[config.mk]
export PLATFORM = sky130hd
export DESIGN_NAME = sd_spi_responder
export DESIGN_NICKNAME = d
export VERILOG_FILES = /design/src/rtl/sd_spi_responder.sv
export SDC_FILE = /design/constraint.sdc
export NUM_CORES = 1
export LEC_CHECK = 0
export ABC_CLOCK_PERIOD_IN_PS = 3390
export CAP_MARGIN = 20
export CORE_ASPECT_RATIO = 2
export CORE_MARGIN = 5
export CORE_UTILIZATION = 40
export CTS_CLUSTER_SIZE = 12
export DETAILED_ROUTE_END_ITERATION = 8
export PLACE_DENSITY = 0.55
export SLEW_MARGIN = 20
export SYNTH_ARGS = -nofsm -noshare
export SYNTH_HDL_FRONTEND = slang
export SYNTH_SLANG_ARGS = --single-unit
[constraint.sdc]
create_clock -name iCLK -period 3.39 [get_ports iCLK]
set_input_delay 0.5085 -clock iCLK [delete_from_list [all_inputs] [get_ports iCLK]]
set_output_delay 0.5085 -clock iCLK [all_outputs]
set_load 0.05 [all_outputs]
[src/rtl/sd_spi_responder.sv]
// sd_spi_responder
//   SPI-mode SD card responder. Decodes 6-byte SD commands received over a
//   mode-0 SPI link and answers with R1, and for CMD17 a single data block
//   (token 0xFE, BLOCK_LEN bytes fetched from a backing store, two 0xFF CRC bytes).
//   All logic runs on iCLK; the SPI pins are oversampled through 2-FF synchronizers.
//
// Ports
//   iCLK     in   system clock (at least 4x SD_CLK)
//   Reset    in   asynchronous active-low reset
//   SD_CLK   in   SPI clock from the initiator
//   SD_MOSI  in   SPI data from the initiator
//   SD_CS    in   SPI chip select, active-low
//   SD_MISO  out  SPI data to the initiator (1 while deselected)
//   oRdAddr  out  backing-store byte address (CMD17 argument + byte index)
//   iRdData  in   backing-store byte, valid one iCLK after oRdAddr changes
//   oIdle    out  card idle flag (R1 bit 0)
//   oBusy    out  high whenever the responder is not waiting for a command
module sd_spi_responder #(
    parameter int NCR       = 1,
    parameter int NAC       = 2,
    parameter int BLOCK_LEN = 512
) (
    input  logic        iCLK,
    input  logic        Reset,
    input  logic        SD_CLK,
    input  logic        SD_MOSI,
    input  logic        SD_CS,
    output logic        SD_MISO,
    output logic [31:0] oRdAddr,
    input  logic [7:0]  iRdData,
    output logic        oIdle,
    output logic        oBusy
);

    typedef enum logic [2:0] {
        S_WAITCMD, S_CMD, S_NCR, S_R1, S_NAC, S_TOKEN, S_DATA, S_CRC
    } state_t;

    // [0],[1] form the synchronizer, [2] holds the previous synchronized value
    logic [2:0]  sclk_q, cs_q;
    logic [1:0]  mosi_q;

    state_t      state_q, state_d;
    logic [2:0]  bit_q, bit_d;
    logic [6:0]  rx_q, rx_d;
    logic [7:0]  tx_q, tx_d;
    logic        pend_q, pend_d;
    logic [5:0]  cmd_q, cmd_d;
    logic [31:0] arg_q, arg_d;
    logic [7:0]  cnt_q, cnt_d;
    logic [9:0]  idx_q, idx_d;
    logic        idle_q, idle_d;
    logic [31:0] addr_q, addr_d;

    logic        cs_rise, cs_fall, sclk_rise, sclk_fall, rx_done;
    logic [7:0]  rx_byte, tx_load;
    logic        r1_illegal;

    // Deselected SPI clock edges are ignored, including one coincident with CS rising
    assign cs_rise   =  cs_q[1] & ~cs_q[2];
    assign cs_fall   = ~cs_q[1] &  cs_q[2];
    assign sclk_rise =  sclk_q[1] & ~sclk_q[2] & ~cs_q[1];
    assign sclk_fall = ~sclk_q[1] &  sclk_q[2] & ~cs_q[1];
    assign rx_done   = sclk_rise & (bit_q == 3'd7);
    assign rx_byte   = {rx_q, mosi_q[1]};

    always_comb begin
        r1_illegal = 1'b1;
        case (cmd_q)
            6'd0, 6'd1, 6'd16, 6'd17, 6'd41: r1_illegal = 1'b0;
            default:                         r1_illegal = 1'b1;
        endcase
    end

    // idle_q already reflects the command when S_R1 is active, so R1 is a pure decode
    always_comb begin
        tx_load = 8'hFF;
        case (state_q)
            S_R1:    tx_load = {5'b0, r1_illegal, 1'b0, idle_q};
            S_TOKEN: tx_load = 8'hFE;
            S_DATA:  tx_load = iRdData;
            default: tx_load = 8'hFF;
        endcase
    end

    always_comb begin
        state_d = state_q;
        bit_d   = bit_q;
        rx_d    = rx_q;
        tx_d    = tx_q;
        pend_d  = pend_q;
        cmd_d   = cmd_q;
        arg_d   = arg_q;
        cnt_d   = cnt_q;
        idx_d   = idx_q;
        idle_d  = idle_q;
        addr_d  = addr_q;

        if (cs_q[1]) begin
            bit_d = 3'd0;
        end else if (sclk_rise) begin
            bit_d = bit_q + 3'd1;
            rx_d  = rx_byte[6:0];
        end

        // The byte loaded after a completed byte is chosen by the state the FSM moved to.
        // Data-phase loads advance the address a whole byte ahead of the next load.
        if (cs_fall) begin
            tx_d   = 8'hFF;
            pend_d = 1'b0;
        end else if (sclk_fall) begin
            if (pend_q) begin
                tx_d   = tx_load;
                pend_d = 1'b0;
                if (state_q == S_DATA) begin
                    idx_d = idx_q + 10'd1;
                    if (idx_q != 10'(BLOCK_LEN - 1)) addr_d = addr_q + 32'd1;
                end
            end else begin
                tx_d = {tx_q[6:0], 1'b1};
            end
        end
        if (rx_done) pend_d = 1'b1;

        if (cs_rise) begin
            state_d = S_WAITCMD;
            cnt_d   = 8'd0;
            pend_d  = 1'b0;
        end else if (rx_done) begin
            case (state_q)
                S_WAITCMD: begin
                    if (rx_byte[7:6] == 2'b01) begin
                        cmd_d   = rx_byte[5:0];
                        cnt_d   = 8'd0;
                        state_d = S_CMD;
                    end
                end
                S_CMD: begin
                    cnt_d = cnt_q + 8'd1;
                    if (cnt_q < 8'd4) arg_d = {arg_q[23:0], rx_byte};
                    if (cnt_q == 8'd4) begin
                        cnt_d   = 8'd0;
                        state_d = (NCR == 0) ? S_R1 : S_NCR;
                        if (cmd_q == 6'd17) addr_d = arg_q;
                    end
                end
                S_NCR: begin
                    cnt_d = cnt_q + 8'd1;
                    if (cnt_q == 8'(NCR - 1)) begin
                        cnt_d   = 8'd0;
                        state_d = S_R1;
                    end
                end
                S_R1: begin
                    cnt_d = 8'd0;
                    if (cmd_q == 6'd17 && !idle_q) state_d = (NAC == 0) ? S_TOKEN : S_NAC;
                    else                           state_d = S_WAITCMD;
                end
                S_NAC: begin
                    cnt_d = cnt_q + 8'd1;
                    if (cnt_q == 8'(NAC - 1)) begin
                        cnt_d   = 8'd0;
                        state_d = S_TOKEN;
                    end
                end
                S_TOKEN: begin
                    idx_d   = 10'd0;
                    state_d = S_DATA;
                end
                S_DATA: begin
                    cnt_d = 8'd0;
                    if (idx_q == 10'(BLOCK_LEN)) state_d = S_CRC;
                end
                S_CRC: begin
                    cnt_d = cnt_q + 8'd1;
                    if (cnt_q == 8'd1) begin
                        cnt_d   = 8'd0;
                        state_d = S_WAITCMD;
                    end
                end
                default: state_d = S_WAITCMD;
            endcase
        end

        // Idle flag changes as R1 is selected, so R1 reports the post-command value
        if (state_d == S_R1 && state_q != S_R1) begin
            if (cmd_q == 6'd0)                       idle_d = 1'b1;
            else if (cmd_q == 6'd1 || cmd_q == 6'd41) idle_d = 1'b0;
        end
    end

    always_ff @(posedge iCLK or negedge Reset) begin
        if (!Reset) begin
            sclk_q  <= 3'b000;
            cs_q    <= 3'b111;
            mosi_q  <= 2'b11;
            state_q <= S_WAITCMD;
            bit_q   <= 3'd0;
            rx_q    <= 7'd0;
            tx_q    <= 8'hFF;
            pend_q  <= 1'b0;
            cmd_q   <= 6'd0;
            arg_q   <= 32'd0;
            cnt_q   <= 8'd0;
            idx_q   <= 10'd0;
            idle_q  <= 1'b1;
            addr_q  <= 32'd0;
        end else begin
            sclk_q  <= {sclk_q[1:0], SD_CLK};
            cs_q    <= {cs_q[1:0], SD_CS};
            mosi_q  <= {mosi_q[0], SD_MOSI};
            state_q <= state_d;
            bit_q   <= bit_d;
            rx_q    <= rx_d;
            tx_q    <= tx_d;
            pend_q  <= pend_d;
            cmd_q   <= cmd_d;
            arg_q   <= arg_d;
            cnt_q   <= cnt_d;
            idx_q   <= idx_d;
            idle_q  <= idle_d;
            addr_q  <= addr_d;
        end
    end

    assign SD_MISO = cs_q[1] ? 1'b1 : tx_q[7];
    assign oRdAddr = addr_q;
    assign oIdle   = idle_q;
    assign oBusy   = (state_q != S_WAITCMD);

endmodule

==> summary.md, run 1 <==
| Metric | Value |
|---|---|
| Rows | `63` |
| Cell chain of the critical path | `inv_1 > ha_1 > nor4b_2 > o311ai_4 > nor2_1 > nand4_1 > xor2_1 > a21oi_1` |
| Worst Skew | `0.00693 ns` |
| WP data required | `3.72 ns` |
| Share of cells above drive strength 1 | `18.3%` |
| Via count | `4331` |
| Total power divided by cell area | `461 nW/um^2` |
| Ant. Diodes | `0` |
| Skew-Pair Late Insertion Delay | `0.40 ns` |
| Outcome | `finished, final reports clean` |
| Post-CTS Setup Bufs | `0` |
| Critical Path Source | `cs_q[1]` |
| Die ar. | `17500 sq um` |
| CTS tree | `built` |
| Final core utilization | `48.5%` |
| CP Capture Type | `flop` |
| Synthesis Warnings | `0` |
| Most common library cell in the layout ignoring fill and taps | `dfrtp_1` |
| Unrepaired setup endpoints after global routing | `no` |
| Final Max Slew Viols | `0` |
| Vias per cell | `5.25` |
| Nets | `640` |
| RR Endpoint | `oRdAddr[21]` |
| GRT overflow | `0` |
| Wire length per cell | `16.9 um` |
| Largest net degree at the start of global routing | `71` |
| Initial DRC Count | `188` |
| Post-synthesis sequential area ratio | `50.5%` |
| Die Y | `182 um` |
| Period Utilization, post-route | `86.8%` |
| Die width | `96.1 um` |
| CTS Hold Buffers Added | `0` |
| Reg clk slew, reported paths | `0.06 ns` |
| GRT Util Overall | `17.1%` |
| Kind of critical path | `reg2reg` |
| Worst path slowest cell | `dfstp_2` |
| Vias in the first global route | `4508` |
| Max cap viols | `0` |
| Worst VDD drop | `0.366 mV` |
| CTS Buf Count | `17` |
| Syn Area/Cell | `10.5 sq um` |
| Critical path launch point type | `flop` |
| Max_slew headroom | `46.7%` |
| CTS root buf | `clkbuf_16` |
| Core ar. | `14700 sq um` |
| Post-synth EDFFs | `0` |
| Seq cells post-synth | `119` |
| Tightest Hold Check Type | `in2async` |
| Max stage delay on crit path | `0.65 ns` |
| Global-route wire length before repair | `22.9 mm` |
| Count of final hold-check violations | `0` |
| H-tree depth | `4` |
| Post-synth ARST share | `100%` |
| IO Count | `48` |
| # port buffers | `47` |
| Largest area contributor in the netlist | `dfrtp_1` |
| Cells on worst reg2reg path | `8` |
| Routed Antenna Nets | `0` |
| Initial antenna violation count | `0` |
| Clock tree buffer depth | `2` |
| Peak Freq | `340 MHz` |
| Period minus WS final | `2.94 ns` |
| Synth top area cells | `dfrtp_1 (44%), mux2_2 (8.3%), dfstp_2 (6.2%), a21oi_1 (5.0%), nor2_1 (4.6%)` |
| Commonest cells after routing, fill and taps aside | `dfrtp_1 (105), nor2_1 (72), a21oi_1 (59)` |
| Crit path DAT | `3.28 ns` |
| HPWL after DPL | `10.4 mm` |
| Crit-path max FO | `11` |
| Netlist cell types | `53` |
| Setup TNS Final | `0 ns` |
| TritonCTS Sinks | `119` |
| Drc violations | `0` |
| Post-CTS resize count | `0` |
| Syn_nets | `590` |
| Post-synth top area share | `44.3%` |
| Area growth syn-to-layout | `20.5%` |
| Pleak | `0.00324 uW` |
| Initial Util | `40.3%` |
| Synth Flop Type | `dfrtp_1` |
| Final setup fails | `0` |
| Routed wire length | `14.0 mm` |
| Post-Synthesis Cells | `567` |
| R2r setup slk | `0.45 ns` |
| Worst r2r src | `cs_q[1]` |
| Worst slew pin tran | `0.796 ns` |
| Mapped Area | `5930 sq um` |
| DRT Pass-1 Iters | `4` |
| Routability Congestion | `0.841` |
[state kept, by name, indices dropped and copies added (netlist names), 2 cells and up]
register  flops
arg_q        32
oRdAddr      32
idx_q        10
cnt_q         8
tx_q          8
rx_q          7
cmd_q         6
bit_q         3
cs_q          3
sclk_q        3
state_q       3
mosi_q        2
[routing by layer]
metal	track usage (%)	routed length, um	share of wire (%)
met1	17.2	4970	36
met2	30.9	7830	56
met3	3.34	365	2.6
met4	10.8	809	5.8
met5	0	0	0
[worst max-delay path, delay by kind of cell, from the launching register on]
| kind | cells | cell delay (ns) |
|---|---|---|
| adder cells (fa/ha/maj) | 1 | 0.24 |
| buffers and inverters | 1 | 0.09 |
| AND/OR/NAND/NOR | 3 | 1.28 |
| AO/OA/AOI/OAI | 2 | 0.43 |
| flip-flops | 1 | 0.65 |
| XOR/XNOR | 1 | 0.18 |
[cell families after synthesis]
logic type | synth area share [%]
AO/OA/AOI/OAI | 8.81
XOR/XNOR | 5.90
buffers and inverters | 4.03
AND/OR/NAND/NOR | 19.3
adder cells (fa/ha/maj) | 2.11
multiplexers | 9.38
flip-flops | 50.5
[power by group]
group	switching, uW	internal [uW]	total [uW]	leakage, uW
sequential	39.5	1470	1510	0.00160
clock	666	1010	1680	0.000277
combinational	57.5	55.3	113	0.00137
total	763	2530	3300	0.00324
[cell usage after synthesis (all sizes together), types with 2 or more instances]
cell type and number:
xor2 28, nor4 5, clkbuf 10, nand3 13
nand2 25, buf 17, o21ai 13, nor4bb 2
or3 3, inv 19, mux2i 5, and4 2
a21oi 60, nor3 13, dfstp 14, ha 10
o211ai 3, nand2b 9, dfrtp 105, nor4b 5
or4 2, and2 5, nor2b 9, nand4 20
a211oi 2, nand3b 6, a31oi 3, nor2 72
or2 3, nor3b 3, nand4b 2, xnor2 12
mux2 45, o21bai 2, and3 10
[final cells by class]
cell class | instances | area (sq um)
Clock buffer | 17 | 425
Clock inverter | 15 | 129
Fill cell | 1412 | 7590
Inverter | 19 | 71.3
Multi-Input combinational cell | 402 | 2710
Sequential cell | 119 | 3000
Tap cell | 195 | 244
Timing Repair Buffer | 58 | 576
[metrics by stage]
stage	std cells	hold WS [ns]	power, uW	area (sq um)	setup slack (ns)
2_1_floorplan	567	0.213	1580	5930	0.918
3_3_place_gp	793	0.339	1640	6590	0.534
3_5_place_dp	793	0.340	1650	6590	0.421
4_1_cts	825	0.158	3340	7150	0.411
5_1_grt	825	0.172	3430	7150	0.178
6_report	825	0.132	3300	7150	0.447
[worst max path at each step]
stage / to / cells after the start
after global placement: oRdAddr[21] / 8
after floorplan: oRdAddr[18] / 9
after detailed placement: oRdAddr[21] / 8
after CTS: oRdAddr[23] / 8
final: oRdAddr[21] / 8
after global routing: oRdAddr[21] / 8
Note: power is estimated with default switching activity, not from simulation.
==> inputs of run 2 (changes only) <==
--- a/config.mk
+++ b/config.mk
@@ -10,7 +10,6 @@
 export CORE_ASPECT_RATIO = 2
 export CORE_MARGIN = 5
 export CORE_UTILIZATION = 40
-export CTS_CLUSTER_SIZE = 12
 export DETAILED_ROUTE_END_ITERATION = 8
 export PLACE_DENSITY = 0.55
 export SLEW_MARGIN = 20
==> results of run 2 <==
The final DEF is identical to that of run 1; final timing and power are the same.
==> inputs of run 3 (changes only) <==
--- a/config.mk
+++ b/config.mk
@@ -5,13 +5,13 @@
 export SDC_FILE = /design/constraint.sdc
 export NUM_CORES = 1
 export LEC_CHECK = 0
-export ABC_CLOCK_PERIOD_IN_PS = 3390
+export ABC_CLOCK_PERIOD_IN_PS = 2500
 export CAP_MARGIN = 20
 export CORE_ASPECT_RATIO = 2
 export CORE_MARGIN = 5
 export CORE_UTILIZATION = 40
 export DETAILED_ROUTE_END_ITERATION = 8
-export PLACE_DENSITY = 0.55
+export PLACE_DENSITY = 0.58
 export SLEW_MARGIN = 20
 export SYNTH_ARGS = -nofsm -noshare
 export SYNTH_HDL_FRONTEND = slang
==> constraint.sdc (replaced) <==
create_clock -name iCLK -period 2.5 [get_ports iCLK]
set_input_delay 0.375 -clock iCLK [delete_from_list [all_inputs] [get_ports iCLK]]
set_output_delay 0.375 -clock iCLK [all_outputs]
set_load 0.05 [all_outputs]
==> summary.md, run 3 (synthesis results as in run 1) <==
| Metric | Value |
|---|---|
| Final core utilization | `50.5% (was 48.5%)` |
| Skew-Pair Late Insertion Delay | `0.40 ns (about the same)` |
| Clock tree buffer depth | `2 (unchanged)` |
| Buf+Inv Stages, Crit Path | `2 (was 1)` |
| Layout fillers | `1389 (was 1412)` |
| Final Cell Area | `7440 sq um (was 7150 sq um)` |
| Global-route wire length before repair | `23.5 mm (was 22.9 mm)` |
| WP data required | `2.12 ns (was 3.72 ns)` |
| Die ar. | `17500 sq um (unchanged)` |
| Routability Congestion | `0.917 (was 0.841)` |
| Max cap viols | `0 (unchanged)` |
| Cell chain of the critical path | `buf_4 > or2_2 > clkdlybuf4s50_1 (was inv_1 > ha_1 > nor4b_2 > o311ai_4 > nor2_1 > nand4_1 > xor2_1 > a21oi_1)` |
| Wire length per cell | `16.5 um (was 16.9 um)` |
| Most common library cell in the layout ignoring fill and taps | `dfrtp_1 (unchanged)` |
| Critical Path Source | `cs_q[1] (unchanged)` |
| Pleak | `0.00341 uW (was 0.00324 uW)` |
| Worst r2r src | `bit_q[0] (was cs_q[1])` |
| Rows | `63 (unchanged)` |
| Share of cells above drive strength 1 | `22.1% (was 18.3%)` |
| Critical path launch point type | `flop (unchanged)` |
| HPWL after DPL | `10.3 mm (was 10.4 mm)` |
| Setup TNS Final | `0 ns (unchanged)` |
| Hold slack | `0.355 ns (was 0.132 ns)` |
| Via count | `4405 (was 4331)` |
| Area growth syn-to-layout | `25.4% (was 20.5%)` |
| Period minus WS final | `2.40 ns` |
| Worst VDD drop | `0.461 mV (was 0.366 mV)` |
| Reg clk slew, reported paths | `0.06 ns (about the same)` |
| Tightest Hold Check Type | `reg2reg (was in2async)` |
| Worst slew pin tran | `0.569 ns (was 0.796 ns)` |
| Outcome | `finished, final reports clean (unchanged)` |
| CTS root buf | `clkbuf_16 (unchanged)` |
| TritonCTS Sinks | `119 (unchanged)` |
| CTS tree | `built (unchanged)` |
| Core ar. | `14700 sq um (unchanged)` |
| Largest net degree at the start of global routing | `66 (was 71)` |
| Vias per cell | `5.18 (was 5.25)` |
| Worst path slowest cell | `clkdlybuf4s50_1 (was dfstp_2)` |
| Final setup margin | `0.103 ns (was 0.447 ns)` |
| CP Capture Type | `output port (was flop)` |
| Hold path startpoint | `mosi_q[0]` |
| Max_slew headroom | `62.0% (was 46.7%)` |
| # port buffers | `47 (unchanged)` |
| Crit path DAT | `2.02 ns (was 3.28 ns)` |
| Die Y | `182 um (unchanged)` |
| Final setup fails | `0 (unchanged)` |
| GRT Util Overall | `17.5% (was 17.1%)` |
| Peak Freq | `417 MHz` |
| H-tree depth | `4 (unchanged)` |
| Total power divided by cell area | `617 nW/um^2 (was 461 nW/um^2)` |
| IO Count | `48 (unchanged)` |
| Initial DRC Count | `151 (was 188)` |
| Ant. Diodes | `0 (unchanged)` |
| Unrepaired setup endpoints after global routing | `no (unchanged)` |
| Max stage delay on crit path | `0.79 ns (was 0.65 ns)` |
| Routed wire length | `14.0 mm (about the same)` |
| Crit-path max FO | `10 (was 11)` |
| Count of final hold-check violations | `0 (unchanged)` |
| Initial antenna violation count | `0 (unchanged)` |
| Nets | `666 (was 640)` |
| Initial Util | `40.3% (unchanged)` |
| Drc violations | `0 (unchanged)` |
| Vias in the first global route | `4802 (was 4508)` |
| Placed Area | `6780 sq um (was 6590 sq um)` |
| Worst Skew | `0.0134 ns (was 0.00693 ns)` |
| Top delay family on crit path | `buffers and inverters (was simple AND/OR/NAND/NOR gates)` |
| DRT Pass-1 Iters | `4 (unchanged)` |
| CTS Buf Count | `17 (unchanged)` |
| Period Utilization, post-route | `95.9%` |
| Commonest cells after routing, fill and taps aside | `dfrtp_1 (105), nor2_1 (70), a21oi_1 (59) (was dfrtp_1 (105), nor2_1 (72), a21oi_1 (59))` |
| DP Worst Slack | `0.00710 ns (was 0.421 ns)` |
| Die width | `96.1 um (unchanged)` |
| Routed Antenna Nets | `0 (unchanged)` |
| GRT overflow | `0 (unchanged)` |
| Kind of critical path | `reg2out (was reg2reg)` |
| Final Max Slew Viols | `0 (unchanged)` |
[run 3: cell count changes in the layout (fill, tap and decap cells not counted), sizes merged]
cell | before | now
dlymetal6s2s | 0 | 1
bufbuf | 0 | 1
bufinv | 1 | 2
clkdlybuf4s50 | 46 | 45
clkinvlp | 1 | 2
buf | 12 | 36
clkinv | 10 | 7
dlygate4sd3 | 0 | 1
[run 3: report_power, final]
group	total [uW]	switching, uW	internal (uW)
Combinational	167	83.5	83.1
Clock	2380	909	1470
Sequential	2050	54.1	1990
[run 3: timing repair]
item | 4_1_cts | 5_1_grt
endpoints found under the setup margin | 1 | 20
gates cloned | 1 | 0
buffers inserted | 0 | 1
endpoints found under the hold margin | 37 | 0
resized for setup | 1 | 8
hold buffers | 1 | 0
pin swaps | 0 | 4
[run 3: metrics by stage]
step,instances,total power [uW]
after global routing,850,4760
final,850,4590
after global placement,816,2240
after floorplan,567,2140
after CTS,849,4640
after detailed placement,816,2250
[run 3: routing by layer]
layer / GRT usage, % / vias to the layer above / wire length, um
li1: - / 2149 / -
met1: 17.7 / 2165 / 5010
met2: 33.0 / 73 / 8310
met3: 3.38 / 18 / 299
met4: 8.04 / 0 / 422
met5: 0 / - / 0
[run 3: worst paths after layout]
check / slack, ns / cells after the start / to
worst max-delay path: 0.10 / 3 / SD_MISO
worst min-delay path: 0.36 / 0 / mosi_q[1]
worst max register to register: 0.13 / 7 / oRdAddr[15]
worst min register to register: 0.36 / 0 / mosi_q[1]
min in group asynchronous: 0.50 / 2 / oRdAddr[5]
max in group asynchronous: 1.20 / 3 / cs_q[2]
[run 3: final cells by class]
cell class	count	area [sq um]	area share, %
clock buffers	17	425	5.72
clock inverters	14	151	2.03
inverters	19	71.3	0.958
multi-input cells	402	2740	36.8
flip-flops and latches	119	3000	40.2
well taps	195	244	3.28
repair buffers	84	813	10.9
